==> config.mk <==
export PLATFORM = sky130hd
export DESIGN_NAME = unit_addr_responder
export DESIGN_NICKNAME = d
export VERILOG_FILES = /design/src/rtl/unit_addr_responder.sv
export SDC_FILE = /design/constraint.sdc
export NUM_CORES = 1
export LEC_CHECK = 0
export BUFFER_PORTS_ARGS = -buffer_cell sky130_fd_sc_hd__buf_4
export CORE_ASPECT_RATIO = 0.75
export CORE_MARGIN = 1
export CORE_UTILIZATION = 45
export CTS_CLUSTER_DIAMETER = 200
export CTS_CLUSTER_SIZE = 40
export DETAILED_ROUTE_END_ITERATION = 8
export MAX_ROUTING_LAYER = met4
export RECOVER_POWER = 50
export SETUP_SLACK_MARGIN = 0.02
export SLEW_MARGIN = 20
export SYNTH_ARGS = -nofsm -noshare
export SYNTH_HDL_FRONTEND = slang
export SYNTH_SLANG_ARGS = --single-unit
export TNS_END_PERCENT = 30
==> constraint.sdc <==
create_clock -name clock -period 1.9 [get_ports clock]
set_input_delay 0.475 -clock clock [delete_from_list [all_inputs] [get_ports clock]]
set_output_delay 0.475 -clock clock [all_outputs]
set_load 0.005 [all_outputs]
==> src/rtl/unit_addr_responder.sv <==
// Device-side responder for the unit operation bus: two-stage pipeline executing
// reads/writes against a 16x8 register file and a read-only completion counter.
module unit_addr_responder (
  input  logic       clock,
  input  logic       reset,
  input  logic       enable_in,
  input  logic       wr_rd_op,
  input  logic       valid_in,
  input  logic [7:0] addr_in,
  input  logic [7:0] op_in_id,
  input  logic [7:0] wr_data_in,
  output logic       ready_out,
  output logic [7:0] rd_data_out,
  output logic [7:0] done_op_id
);

  localparam logic [7:0] CNT_ADDR      = 8'hFE;
  localparam logic [7:0] UNMAPPED_DATA = 8'hEE;

  typedef enum logic [1:0] {
    ST_IDLE   = 2'd0,
    ST_ACTIVE = 2'd1,
    ST_DRAIN  = 2'd2
  } state_e;

  state_e     state_q, state_d;
  logic       ready_q, ready_d;

  logic       s1_valid_q, s1_wr_q;
  logic [7:0] s1_addr_q, s1_id_q, s1_data_q;
  logic       s2_valid_q, s2_wr_q;
  logic [7:0] s2_addr_q, s2_id_q, s2_data_q;

  logic [7:0] regs_q [16];
  logic [7:0] cnt_q, cnt_d;
  logic [7:0] done_q, done_d;
  logic [7:0] rd_q, rd_d;

  logic       accept_s;
  logic       pipe_busy_s;
  logic       wr_en_s;
  logic [7:0] rd_val_s;

  function automatic logic is_reg_addr(input logic [7:0] addr);
    return (addr[7:4] == 4'h0);
  endfunction

  assign accept_s    = enable_in & valid_in & ready_q;
  assign pipe_busy_s = s1_valid_q | s2_valid_q;
  assign ready_out   = ready_q;
  assign rd_data_out = rd_q;
  assign done_op_id  = done_q;

  // Next-state logic for the enable/drain controller
  always_comb begin
    state_d = state_q;
    case (state_q)
      ST_IDLE: begin
        if (enable_in) begin
          state_d = ST_ACTIVE;
        end else begin
          state_d = ST_IDLE;
        end
      end
      ST_ACTIVE: begin
        if (!enable_in) begin
          state_d = pipe_busy_s ? ST_DRAIN : ST_IDLE;
        end else begin
          state_d = ST_ACTIVE;
        end
      end
      ST_DRAIN: begin
        if (!pipe_busy_s) begin
          state_d = enable_in ? ST_ACTIVE : ST_IDLE;
        end else begin
          state_d = ST_DRAIN;
        end
      end
      default: state_d = ST_IDLE;
    endcase
    ready_d = (state_d == ST_ACTIVE);
  end

  // Execute stage: address decode, completion outputs and counter update
  always_comb begin
    rd_val_s = UNMAPPED_DATA;
    done_d   = 8'h00;
    rd_d     = 8'h00;
    cnt_d    = cnt_q;
    wr_en_s  = 1'b0;
    if (is_reg_addr(s2_addr_q)) begin
      rd_val_s = regs_q[s2_addr_q[3:0]];
    end else if (s2_addr_q == CNT_ADDR) begin
      rd_val_s = cnt_q;
    end else begin
      rd_val_s = UNMAPPED_DATA;
    end
    if (s2_valid_q) begin
      done_d  = s2_id_q;
      rd_d    = s2_wr_q ? 8'h00 : rd_val_s;
      cnt_d   = cnt_q + 8'd1;
      wr_en_s = s2_wr_q & is_reg_addr(s2_addr_q);
    end else begin
      done_d  = 8'h00;
      rd_d    = 8'h00;
      cnt_d   = cnt_q;
      wr_en_s = 1'b0;
    end
  end

  // Controller state and registered ready
  always_ff @(posedge clock) begin
    if (!reset) begin
      state_q <= ST_IDLE;
      ready_q <= 1'b0;
    end else begin
      state_q <= state_d;
      ready_q <= ready_d;
    end
  end

  // Pipeline stages; reset flushes in-flight ops without reporting them
  always_ff @(posedge clock) begin
    if (!reset) begin
      s1_valid_q <= 1'b0;
      s1_wr_q    <= 1'b0;
      s1_addr_q  <= 8'h00;
      s1_id_q    <= 8'h00;
      s1_data_q  <= 8'h00;
      s2_valid_q <= 1'b0;
      s2_wr_q    <= 1'b0;
      s2_addr_q  <= 8'h00;
      s2_id_q    <= 8'h00;
      s2_data_q  <= 8'h00;
    end else begin
      s1_valid_q <= accept_s;
      s1_wr_q    <= wr_rd_op;
      s1_addr_q  <= addr_in;
      s1_id_q    <= op_in_id;
      s1_data_q  <= wr_data_in;
      s2_valid_q <= s1_valid_q;
      s2_wr_q    <= s1_wr_q;
      s2_addr_q  <= s1_addr_q;
      s2_id_q    <= s1_id_q;
      s2_data_q  <= s1_data_q;
    end
  end

  // Register file, completion counter and completion outputs
  always_ff @(posedge clock) begin
    if (!reset) begin
      for (int i = 0; i < 16; i++) begin
        regs_q[i] <= 8'h00;
      end
      cnt_q  <= 8'h00;
      done_q <= 8'h00;
      rd_q   <= 8'h00;
    end else begin
      if (wr_en_s) begin
        regs_q[s2_addr_q[3:0]] <= s2_data_q;
      end
      cnt_q  <= cnt_d;
      done_q <= done_d;
      rd_q   <= rd_d;
    end
  end

endmodule

After elaboration in Yosys (flattened, before gate mapping)
Memories as Yosys holds them, arrays and structs flattened. A register that Yosys moved wholly into a read port is not among the register bits.
Cells that the tools add are included.
{"block": "word_totals", "mem_bits_rw": 128, "out_inout_bits": 17, "regBits": 79, "n_memories": 1}
{"name": "regs_q", "words": 16, "width": 8, "read_ports": 1, "rd_clocked_by_memory_dff": 1, "wr": 16, "line": "34", "source": "logic [7:0] regs_q [16];"}
{"block": "op_classes", "n_bitwise": 6, "n_addsub": 1, "n_reduce_logical": 5, "mux": 16, "eq_ne": 4}
{"op": "8-bit two-way mux", "n": 3}
{"op": "8-bit by 1-bit adder with 8-bit output, second input constant", "n": 1}
{"op": "8-bit == test, second input constant", "n": 1}
{"op": "4-bit two-way mux", "n": 2}
{"op": "8-bit OR reduction", "n": 1}
{"op": "1-bit two-way mux", "n": 7}
{"op": "2-bit two-way mux", "n": 3}
{"op": "2-bit case mux with 3 select lines", "n": 1}
{"op": "2-bit by 1-bit == test with 1-bit output, second input constant", "n": 2}
{"op": "4-bit logical NOT", "n": 1}
{"op": "1-bit AND", "n": 3}
{"op": "3-bit OR reduction", "n": 1}
{"op": "2-bit == test, second input constant", "n": 1}
{"op": "2-bit logical NOT", "n": 1}
{"op": "1-bit NOT", "n": 2}
{"op": "2-bit AND reduction", "n": 1}
{"op": "1-bit bitwise OR", "n": 1}

Depth between registers and ports, before layout
Gate-level depths: netlist of run 1.
{"block": "depth", "word_depth": 8, "depth_mapped": 7}

Worst setup path after synthesis of run 1
Ideal clock, no wire load.
{"block": "synth_path", "path_kind": "register to register", "start": "register s2_addr_q[5]", "end": "memory regs_q[13][0] (enable)", "arrival_time_ns": 1.634, "slack_ns": -0.118, "path_stages_with_launch": 5, "synth_period_minus_slack_ns": 2.018, "path_cell_list": "dfxtp_1 nor4_2 buf_4 nand3_2 o21ai_0"}
{"item": "start, declared", "line": "32", "source": "logic [7:0] s2_addr_q, s2_id_q, s2_data_q;"}
{"item": "start signal, assigned", "line": "143", "source": "s2_addr_q <= s1_addr_q;"}
{"item": "end, declared", "line": "34"}

==> results.md, run 1 <==
- The flow ran to the end, and the final reports show no timing, DRC or antenna violations.
- The kind of cell adding the most delay to the critical path is simple AND/OR/NAND/NOR gates.
- Power spread over the standard cell area amounts to 797.9 nW/µm².
- Setup repair after global routing could not meet its margin everywhere.
- In this run the horizontal extent of the chip is 159.5 µm.
- The clock tree buffer depth is 3.
- In the routed design, unresolved DRC markers number 0.
- The initial standard-cell utilization of the core is 46.73%.
- The net count after synthesis is 642.
- STA puts the critical path data required time at 2060 ps.
- Averaged over all synthesized cells, the footprint is 13.68 µm².
- After the last flow step, the layout net total stands at 721.
- The tool flagged a number of max-cap violations equal to 0.
- The warning count from the yosys run is 0.
- The via count is 4,760.
- Of the synthesized area, sequential elements account for 64.78%.
- The type of the worst setup path is reg -> reg.
- On the final layout, the worst clock skew is 53.30 ps.
- The final weighted congestion of routability-driven global placement is 0.8496.
- The maximum resistive drop on vdd is 0.6410 mV.
- The buffers plus inverters on the worst setup path is 2.
- Counting every sink on the clock net gives 207.
- The cell area reported after detailed placement is 9363 µm².
- The via count of the first global-routing pass is 4,755.
- The critical path goes through nor4_2, buf_4, nand3_2, nor3_2, nand2b_1, buf_12.
- Detailed placement ended at an HPWL of 12,260 µm.
- The register bit count reported by yosys is 207.
- The combined flip-flop and latch cell area is 5429 µm².
- The filler cells instantiated in the layout total 1,532.
- The transition time at the pin with the least slew margin is 700.8 ps.
- In the synthesized netlist the async set-or-reset flop fraction comes to 0%.
- Yosys mapped a number of flops with a built-in enable equal to 128.
- After floorplanning, the core was sized to cover 17,920 µm².
- Entering global routing, the biggest net connects 55 pins.
- The summed instance area of the synthesized netlist is 8374 µm².
- The number of failing hold endpoints at the final stage came to 0.
- The path category of the worst min-delay check is in -> reg.
- The number of cells produced by synthesis is 612.
- After floorplanning, the core was divided into 42 placement rows.
- Hold repair after CTS inserted 0 buffers.
- The static leakage is 3.681 nW.
- The worst setup path is captured at a flip-flop.
- The area overhead of the layout relative to synthesis is 15.22%.
- TritonCTS built the clock tree.
- Buffers placed on the I/O ports in this run total 45.
- The relative max-transition margin is 53.22%.
- Setup violations remaining at the end of the flow were counted as 0.
- After layout, the worst path uses 96.17% of the clock period.
- The maximum achievable frequency is 547.3 MHz.
- The detail route stage leaves a number of antenna-violating nets equal to 0.
- The count of different cell masters after synthesis is 42.
- The global-route congestion overflow total is 0.
- The delay contributed by the slowest stage of the critical path is 350 ps.
- The total count of max-transition violations in the final report was 0.
- Data arrives at the worst endpoint at 1990 ps.
- The cell sitting at the root of the clock tree is a sky130_fd_sc_hd__clkbuf_16.
- For this block, the routed nets add up to 17,360 µm of wire.
- The initial antenna violation count is 3.
- The multi-input gate area in the final layout is 2770 µm².
- The first TritonRoute pass finished after 5 iterations.
- The library cell with the largest summed area after synthesis is sky130_fd_sc_hd__edfxtp_1.
- Once the clock tree was built, the resizer swapped 2 gates to a different size.
- For this block, the initial DRC count from the detailed router was 354.
- Cells with a size suffix above 1 make up 21.21% of the layout.
- Of all nets on the critical path, the largest fanout is 8.
- The critical path's slowest cell is sky130_fd_sc_hd__dfxtp_1.
- The type of origin of the critical path is a flip-flop.
- After synthesis, the most frequently instantiated cells are sky130_fd_sc_hd__and2_1 (186), sky130_fd_sc_hd__edfxtp_1 (128), sky130_fd_sc_hd__dfxtp_1 (79), sky130_fd_sc_hd__mux2i_1 (30), sky130_fd_sc_hd__o21ai_0 (26).
- After clock tree synthesis, the setup repair step added 0 buffers.
- The first-pass GRT wire length is 27,290 µm.
- The wire length per cell after detailed routing is 18.56 µm.
- After routing the design area is 9649 µm².
- The CTS H-tree depth is 1.
- The area share of the largest cell type after synthesis is 45.90%.
- The routed design could run at a clock period as short as 1827 ps.
- The overall die area is 19,160 µm².
- The height of the die is 120.1 µm.
- The commonest register cell after synthesis is sky130_fd_sc_hd__edfxtp_1.
- The number of antenna diodes in the final layout is 0.
- The CTS buffer count is 9.
- Cells fill 53.85% of the core in the end.
- The clock reaches the later pin of the worst-skew pair after 480 ps.
- The most common cell in the synthesized netlist is sky130_fd_sc_hd__and2_1.
- After clock tree synthesis, the clock-pin slew on the worst setup and hold paths is 140 ps.
- By area the synthesized netlist is led by sky130_fd_sc_hd__edfxtp_1 (46%), sky130_fd_sc_hd__dfxtp_1 (19%), sky130_fd_sc_hd__and2_1 (14%), sky130_fd_sc_hd__mux4_2 (4.6%), sky130_fd_sc_hd__mux2i_1 (3.6%).
- The detailed-route vias per instance is 5.091.
- For this run, the total global-route usage over all layers was measured as 19.38%.
- The I/O pin count is 46.
==> routing by layer <==
metal | vias to the layer above | wire, µm | track usage [%]
met5 | - | 0 | -
li1 | 2320 | - | -
met1 | 2312 | 8385 | 27.80
met3 | 24 | 817 | 2.662
met4 | 0 | 314 | 4.507
met2 | 104 | 7838 | 29.31
==> power by group <==
group / internal [mW] / switching [mW]
sequential: 4.87 / 0.0671
clock: 0.919 / 1.36
combinational: 0.236 / 0.246
total: 6.02 / 1.68
==> cell families (layout without fill, tap and decap cells) <==
| kind of cell | count (synthesis) | after routing | synth area share (%) |
|---|---|---|---|
| muxes | 48 | 48 | 8.472 |
| xor gates and xnor gates | 5 | 5 | 0.5229 |
| DFF | 207 | 207 | 64.78 |
| adders and majority gates | 1 | 1 | 0.1494 |
| buffers and inverters | 37 | 118 | 2.346 |
| and+or+nand+nor | 255 | 255 | 19.27 |
| AOI/OAI and AO/OA | 59 | 59 | 4.452 |
==> placed cells by master, fill, tap and decap left out, types with 3 or more instances in the layout <==
cell | netlist | routed
sky130_fd_sc_hd__and2_1 | 186 | 186
sky130_fd_sc_hd__edfxtp_1 | 128 | 128
sky130_fd_sc_hd__buf_4 | 6 | 95
sky130_fd_sc_hd__dfxtp_1 | 79 | 78
sky130_fd_sc_hd__mux2i_1 | 30 | 30
sky130_fd_sc_hd__o21ai_0 | 26 | 25
sky130_fd_sc_hd__mux4_2 | 17 | 17
sky130_fd_sc_hd__and3_1 | 12 | 12
sky130_fd_sc_hd__a21oi_1 | 12 | 12
sky130_fd_sc_hd__nand2b_1 | 9 | 9
sky130_fd_sc_hd__nor2_1 | 13 | 9
sky130_fd_sc_hd__clkbuf_16 | 0 | 9
sky130_fd_sc_hd__o221ai_1 | 8 | 8
sky130_fd_sc_hd__buf_12 | 0 | 8
sky130_fd_sc_hd__nand2_1 | 7 | 7
sky130_fd_sc_hd__a221oi_1 | 6 | 6
sky130_fd_sc_hd__nor3_2 | 5 | 5
sky130_fd_sc_hd__xnor2_1 | 4 | 4
sky130_fd_sc_hd__nor2b_1 | 3 | 3
sky130_fd_sc_hd__nor2_2 | 0 | 3
sky130_fd_sc_hd__nand4_1 | 3 | 3
sky130_fd_sc_hd__clkbuf_1 | 20 | 3
==> sequential cells by signal, summed over array words and instances (netlist names), 2 cells and up <==
register     count
s1_data_q        8
cnt_q            8
s2_id_q          8
s1_addr_q        8
done_op_id       8
s2_addr_q        8
regs_q         128
s1_id_q          8
state_q          2
rd_data_out      8
s2_data_q        8
==> cell type report <==
class	count	area share, %
Multi-Input combinational cell	368	28.71
Timing Repair Buffer	103	9.051
Inverter	2	0.07780
Clock inverter	1	0.3112
Clock buffer	12	2.451
Tap cell	242	3.138
Sequential cell	207	56.26
==> final timing paths <==
kind / from / endpoint / slack (ps) / cells after the start
setup / recovery: s2_addr_q[5]$_SDFF_PN0_ / regs_q[0][4]$_SDFFCE_PN0P_ / 70 / 6
hold / removal: wr_rd_op / s1_wr_q$_SDFF_PN0_ / 190 / 2
setup reg to reg: s2_addr_q[5]$_SDFF_PN0_ / regs_q[0][4]$_SDFFCE_PN0P_ / 70 / 6
hold reg to reg: s1_id_q[4]$_SDFF_PN0_ / s2_id_q[4]$_SDFF_PN0_ / 440 / 1
==> stage by stage <==
step           hold slack, ps  TNS [ps]  cells  power [mW]  setup WS, ps
3_3_place_gp            413.5     -1247    922       5.509        -59.14
5_1_grt                 178.8     -5099    935       7.961        -103.1
4_1_cts                 187.4         0    935       7.739         20.34
3_5_place_dp            418.3     -2370    922       5.522        -98.13
2_1_floorplan           411.9     -6804    612       5.259        -118.3
6_report                192.3         0    935       7.699         72.75
Note: power is estimated with default switching activity, not from simulation.
==> run 2, diff against run 1 <==
clock period = 2.23 ns   (was 1.9 ns; I/O delays follow)
==> results.md, run 2 (synthesis results as in run 1) <==
- After layout, the minimum clock period comes to 2060 ps.
- TritonCTS built the clock tree.
- The initial antenna violation count is 1.
- The number of endpoints failing setup at the final stage is 0.
- The final layout contains 692 nets.
- The number of failing hold endpoints at the final stage is 0.
- Counting cells, the worst reg-to-reg path comes to 6.
- The total count of max-transition violations in the final report is 0.
- The length of routed met3 wiring is 640 µm.
- The critical path goes through buf_4, buf_4, mux2i_1, o221ai_1, a21oi_1, a21oi_1.
- In this run the worst path has a maximum fanout of 13.
- Global routing consumed, over all layers together, 18.76% of the routing resources.
- The clock network burns 29.8% of the power.
- In this run the most critical hold path is launched from op_in_id[7].
- The leading cell type in the layout, fill and taps excluded is sky130_fd_sc_hd__and2_1.
- The length of the first detailed-routing pass in iterations is 5.
- The remaining design rule violation count is 0.
- The internal power of the cells totals 5.079 mW.
- Summing all placed instances gives a cell area of 9070 µm².
- In this run, the combinational gates consume 5.2% of the power.
- The critical path is of the reg -> reg type.
- The core footprint is 17,920 µm².
- In this run the number of H-tree levels came out at 1.
- In the detailed route, the total length drawn on met2 is 7630 µm.
- The maximum achievable frequency is 485.5 MHz.
- The first global-routing pass estimated 26,340 µm of wire.
- The number of standard-cell rows in the floorplan is 42.
- The overall die area is 19,160 µm².
- In this run the post-CTS setup repair buffer count came out at 0.
- Using the TritonRoute via totals, the vias-per-cell ratio works out to 5.118.
- After the first detailed-routing iteration, the DRC count stood at 373.
- The origin of the critical flop-to-flop path is s2_addr_q[1]$_SDFF_PN0_.
- The run finished with clean final reports.
- The depth of the worst hold-timing path is 2.
- The count of inserted antenna diode cells is 0.
- Clock skew on the completed layout was measured at 52.22 ps.
- Net switching is 21.59% of the power.
- Measured against its own limit, the worst slew margin works out to 46.67%.
- In this run the number of cells on the critical path is 6.
- The flip-flop count of the largest register, all copies and words added is 128.
- The kind of cell adding the most delay to the critical path is compound AO/OA/AOI/OAI gates.
- For the worst-skew pair, the clock arrives at the later sink with an insertion delay of 480 ps.
- The worst register-to-register path ends at rd_data_out[5]$_SDFF_PP0_.
- Cells with a size suffix above 1 make up 15.36% of the layout.
- The path category of the worst min-delay check is in -> reg.
- Counting both buffers and inverters, the worst setup path holds a total of 2.
- Setup repair after global routing could not meet its margin everywhere.
- The total power divided by cell area is 698.1 nW/µm².
- For this block, the via count after detailed routing is 4,637.
- The die span in x is 159.5 µm.
- The pin count of the biggest net entering global routing is 89.
- In this run the power spent charging and discharging nets is 1.398 mW.
- The power share of the sequential group is 65.0%.
- Once the floorplan was initialized, standard cells occupied 46.73% of the core.
- Of the available clock period, the critical path in the final layout requires 92.36%.
- The die is 120.1 µm tall.
- The top routing layer in use is met4.
- The total length of routed wires is 16,820 µm.
- The transition time at the pin with the least slew margin is 798.8 ps.
- The clock tree buffer depth is 3.
- The worst register-to-register path has a setup slack of 170 ps.
- Clock tree synthesis found a total of 207 sinks.
- The via count of the first global-routing pass is 4,499.
- The wire length per cell after detailed routing is 18.56 µm.
- The final weighted congestion of routability-driven global placement is 0.8463.
- The area overhead of the layout relative to synthesis is 10.80%.
- The library cells used most frequently in the layout, excluding fill and tap cells, are sky130_fd_sc_hd__and2_1 (144), sky130_fd_sc_hd__edfxtp_1 (128), sky130_fd_sc_hd__dfxtp_1 (77), sky130_fd_sc_hd__and2_0 (42), sky130_fd_sc_hd__buf_4 (42).
- The critical path's slowest cell is sky130_fd_sc_hd__dfxtp_2.
- The delay contributed by the slowest stage of the critical path is 480 ps.
- The static leakage is 3.421 nW.
- After clock tree synthesis, the flow added hold-fix buffers numbering 0.
- Buffers placed on the I/O ports in this run total 45.
- The detailed router put a total of 8323 µm of wire on met1.
- Clock-pin slew was measured on the worst setup and hold paths at 140 ps.
- Once detail routing completed, the nets flagged for antenna violations numbered 0.
- On the final layout, the worst hold slack is 269.7 ps.
- The clock root buffer is sky130_fd_sc_hd__clkbuf_16.
- The endpoint with the worst hold slack is s1_id_q[7]$_SDFF_PN0_.
- The worst endpoint required time is 2600 ps.
- The CTS buffer count is 9.
- The wire-length estimate of the detail-placed layout is 11,890 µm.
- The I/O pin count is 46.
- The maximum resistive drop on vdd is 0.5265 mV.
- After global routing the overflow that remains totals 0.
- STA classifies the critical path endpoint as a flip-flop.
- For the final routed database, the setup TNS stands at 0 ps.
- The type of origin of the critical path is a flip-flop.
- The data arrival time of the critical path is 2430 ps.
- For this run, the share of the core covered by cells in the final layout is 51.78%.
- The register with the highest flop count is regs_q.
- The number of max-cap violations is 0.
- The final instance area is 9279 µm².
-- run 2: cell count changes in the layout (fill, tap and decap cells not counted), moves of 3 or more --
cell                       before  now
sky130_fd_sc_hd__and2_1       186  144
sky130_fd_sc_hd__nor2_2         3    0
sky130_fd_sc_hd__and2_0         0   42
sky130_fd_sc_hd__clkbuf_1       3   13
sky130_fd_sc_hd__buf_12         8    2
sky130_fd_sc_hd__clkbuf_4       0   18
sky130_fd_sc_hd__buf_4         95   42
sky130_fd_sc_hd__nor2_1         9   13
-- run 2: power groups by stage --
stage	Clock [mW]	Sequential, mW	Combinational (mW)
2_1_floorplan	0	4.26	0.220
3_5_place_dp	0	4.30	0.346
3_3_place_gp	0	4.30	0.339
4_1_cts	1.98	4.21	0.346
5_1_grt	2.10	4.23	0.370
6_report	1.93	4.21	0.337
-- run 2: per-layer routing --
metal  up-vias  GRT usage [%]
met1      2273          26.87
met3        16          2.731
met2        89          28.71
met5         -              -
met4         0          3.486
li1       2259              -
-- run 2: metrics by stage --
stage | cells | total power [mW] | setup WS, ps
floorplan | 612 | 4.481 | 177.5
detailed placement | 893 | 4.645 | 94.62
finish | 906 | 6.478 | 170.5
global placement | 893 | 4.636 | 113.2
CTS | 906 | 6.538 | 161.4
global route | 906 | 6.696 | 15.14
-- run 2: final cells by class --
class / count / area (µm²)
Clock buffer: 12 / 236.5
Clock inverter: 1 / 30.03
Fill cell: 1529 / 8641
Inverter: 2 / 7.507
Multi-Input combinational cell: 368 / 2736
Sequential cell: 207 / 5428
Tap cell: 242 / 302.8
Timing Repair Buffer: 74 / 538.0
-- run 2: worst max path at each step --
| stage | to | slack (ps) | start |
|---|---|---|---|
| global placement | regs_q[15][1]$_SDFFCE_PN0P_ | 110 | reset |
| finish | rd_data_out[5]$_SDFF_PP0_ | 170 | s2_addr_q[1]$_SDFF_PN0_ |
| floorplan | regs_q[14][0]$_SDFFCE_PN0P_ | 180 | reset |
| detailed placement | regs_q[15][5]$_SDFFCE_PN0P_ | 90 | reset |
| CTS | regs_q[1][0]$_SDFFCE_PN0P_ | 160 | s2_addr_q[0]$_SDFF_PN0_ |
| global route | regs_q[15][5]$_SDFFCE_PN0P_ | 20 | s2_addr_q[5]$_SDFF_PN0_ |
-- run 2: worst register-to-register path, cell delays in order (launching register included) --
cell	delay, ps
sky130_fd_sc_hd__dfxtp_2	480
sky130_fd_sc_hd__buf_4	310
sky130_fd_sc_hd__buf_4	300
sky130_fd_sc_hd__mux2i_1	220
sky130_fd_sc_hd__o221ai_1	150
sky130_fd_sc_hd__a21oi_1	340
sky130_fd_sc_hd__a21oi_1	150
-- run 2: timing repair --
item                                    in CTS  in global routing
gates resized for setup                      0                  1
endpoints found under the hold margin        0                  0
endpoints found under the setup margin       0                 19
==> run 3, diff against run 2 <==
==> constraint.sdc (replaced) <==
create_clock -name clock -period 2.23 [get_ports clock]
set_input_delay 0.5575 -clock clock [delete_from_list [all_inputs] [get_ports clock]]
set_output_delay 0.5575 -clock clock [all_outputs]
set_load 0.05 [all_outputs]
==> results.md, run 3 (synthesis results as in run 1) <==
- OpenSTA, run right after detailed placement, puts the worst setup slack at 94.62 ps.
- The die span in x is 159.5 µm.
- The relative max-transition margin is 45.71%.
- The CTS buffer count is 9.
- The clock root buffer is sky130_fd_sc_hd__clkbuf_16.
- The wire length per cell after detailed routing is 18.61 µm.
- The path category of the worst min-delay check is in -> reg.
- No sink is reached through more buffers than the 3 on the longest clock path.
- The count of buffers from port buffering is 45.
- The clock period minus worst slack is 2058 ps.
- The congestion estimate from routability-driven global placement came to 0.8463.
- The number of inserted filler cells in the final layout is 1,548.
- The worst setup path startpoint is s2_addr_q[1]$_SDFF_PN0_.
- The kind of end point of the critical path is a flip-flop.
- The pin count of the biggest net entering global routing is 89.
- The global-route congestion overflow total is 0.
- The total length of routed wires is 16,860 µm.
- The analysis attributes to cell leakage a power of 3.359 nW.
- The remaining design rule violation count is 0.
- In the final layout, the multi-input gates occupy 2736 µm².
- Setup repair after global routing could not meet its margin everywhere.
- The worst endpoint required time is 2600 ps.
- In the final layout, the share of cells above drive strength 1 is 12.80%.
- The clock drives 207 sinks.
- Setup slack closes at 172.5 ps.
- The final-stage net count is 692.
- The register with the highest flop count is regs_q.
- Of the total power, the share spent switching nets is 21.75%.
- The part of the total power dissipated in combinational logic is 5.3%.
- From bottom edge to top edge, the die measures 120.1 µm.
- The count of inserted antenna diode cells is 0.
- The final critical path takes up 92.27% of the cycle.
- The initial antenna violation count is 1.
- The setup path with the least slack is of type reg -> reg.
- The clock tree skew after final layout is 54.14 ps.
- Compared with the post-synthesis result, the final layout area differs by 10.04%.
- The data arrival time of the critical path is 2430 ps.
- Along the worst path, the maximum fanout reaches 13.
- The clock slew at the register clock pins of the worst setup and hold paths is 140 ps.
- The number of standard-cell rows in the floorplan is 42.
- In this run the remaining antenna-violating nets after routing total 0.
- After legalization and detailed placement, the total HPWL measured 11,890 µm.
- The origin of the critical flop-to-flop path is s2_addr_q[1]$_SDFF_PN0_.
- The clock reaches the later pin of the worst-skew pair after 480 ps.
- Setup violations remaining at the end of the flow were counted as 0.
- The total count of max-transition violations in the final report was 0.
- The library cell used most frequently in the layout, excluding fill and tap cells, is sky130_fd_sc_hd__and2_1.
- The tool flagged a number of max-cap violations equal to 0.
- At the pin with the least slew margin, the transition time is 813.2 ps.
- The run finished with clean final reports.
- The CTS H-tree depth is 1.
- VDD sags by at most 0.5275 mV.
- The floorplan step defined a die boundary enclosing 19,160 µm².
- The first routing iteration left 380 violations.
- The type of origin of the critical path is a flip-flop.
- The library cells used most frequently in the layout, excluding fill and tap cells, are sky130_fd_sc_hd__and2_1 (144), sky130_fd_sc_hd__edfxtp_1 (128), sky130_fd_sc_hd__dfxtp_1 (77), sky130_fd_sc_hd__and2_0 (42), sky130_fd_sc_hd__buf_4 (42).
- In this run the most critical hold path is launched from op_in_id[7].
- Adding up every negative setup slack in the final design gives 0 ps.
- The via count of the first global-routing pass was 4,499.
- The analysis attributes to net switching a power of 1.412 mW.
- TritonCTS built the clock tree.
- The first global-routing pass estimated 26,340 µm of wire.
- The aggregate global-route resource usage is 18.76%.
- The share of total power dissipated in sequential elements is 64.9%.
- The buffers inserted during post-CTS setup optimization is 0.
- The number of failing hold endpoints at the final stage came to 0.
- Internal power comes to 5.079 mW.
- The clock network fraction of design power is 29.8%.
- The length of the first detailed-routing pass in iterations is 5.
- For this design the ratio of total power to cell area is 704.3 nW/µm².
- The maximum achievable frequency is 486.0 MHz.
- The core footprint is 17,920 µm².
- The flip-flop count of the largest register, all copies and words added is 128.
- Once the floorplan was initialized, standard cells occupied 46.73% of the core.
- Using the TritonRoute via totals, the vias-per-cell ratio works out to 5.127.
- The final route contains 4,645 vias.
- The combined flip-flop and latch cell area is 5428 µm².
- 46 I/O pins were placed.
-- run 3: cell counts in the layout (fill, tap and decap cells not counted) --
No cell type changed its count.
-- run 3: final timing paths --
| kind | to | slack, ps | cells past startpoint |
|---|---|---|---|
| worst max-delay path | rd_data_out[5]$_SDFF_PP0_ | 170 | 6 |
| worst max register to register | rd_data_out[5]$_SDFF_PP0_ | 170 | 6 |
| worst min register to register | s2_id_q[6]$_SDFF_PN0_ | 380 | 1 |
| worst min-delay path | s1_id_q[7]$_SDFF_PN0_ | 270 | 2 |
-- run 3: cell type report --
class                      count  share of cell area (%)
sequential                   207                   58.90
multi-input combinational    368                   29.69
timing repair buffer          74                   5.146
tap                          242                   3.286
clock buffer                  12                   2.566
clock inverter                 1                  0.3259
inverter                       2                 0.08147
-- run 3: power by group through the flow --
stage,registers [mW],clock network (mW),logic (mW)
after floorplan,4.27,0,0.220
final,4.21,1.94,0.341
after global routing,4.23,2.10,0.375
after CTS,4.21,1.98,0.352
after detailed placement,4.30,0,0.352
after global placement,4.30,0,0.345
-- run 3: worst max-delay path, cell delays in order, from the launching register on --
cell and delay (ps):
sky130_fd_sc_hd__dfxtp_2 480, sky130_fd_sc_hd__buf_4 310, sky130_fd_sc_hd__buf_4 300, sky130_fd_sc_hd__mux2i_1 220, sky130_fd_sc_hd__o221ai_1 150, sky130_fd_sc_hd__a21oi_1 340
sky130_fd_sc_hd__a21oi_1 150
-- run 3: per-stage QoR --
step                      cell area (µm²)  hold slack, ps  total power, mW  util (%)  std cells
after detailed placement             9070           416.9            4.651     50.61        893
after global placement               9070           413.7            4.641     50.61        893
after global routing                 9215           251.6            6.700     51.42        906
after CTS                            9336           260.8            6.544     52.10        906
after floorplan                      8374           411.9            4.486         -        612
final                                9215           268.0            6.490     51.42        906
-- run 3: repair_timing --
item | CTS | global route
resized for setup | 0 | 1
endpoints found under the setup margin | 0 | 19
hold buffers | 0 | 0
-- run 3: per-layer routing --
metal	track usage [%]	routed length [µm]	up-vias
li1	-	-	2258
met1	26.87	8350	2272
met2	28.71	7597	95
met3	2.731	677	20
met4	3.486	232	0
met5	-	0	-
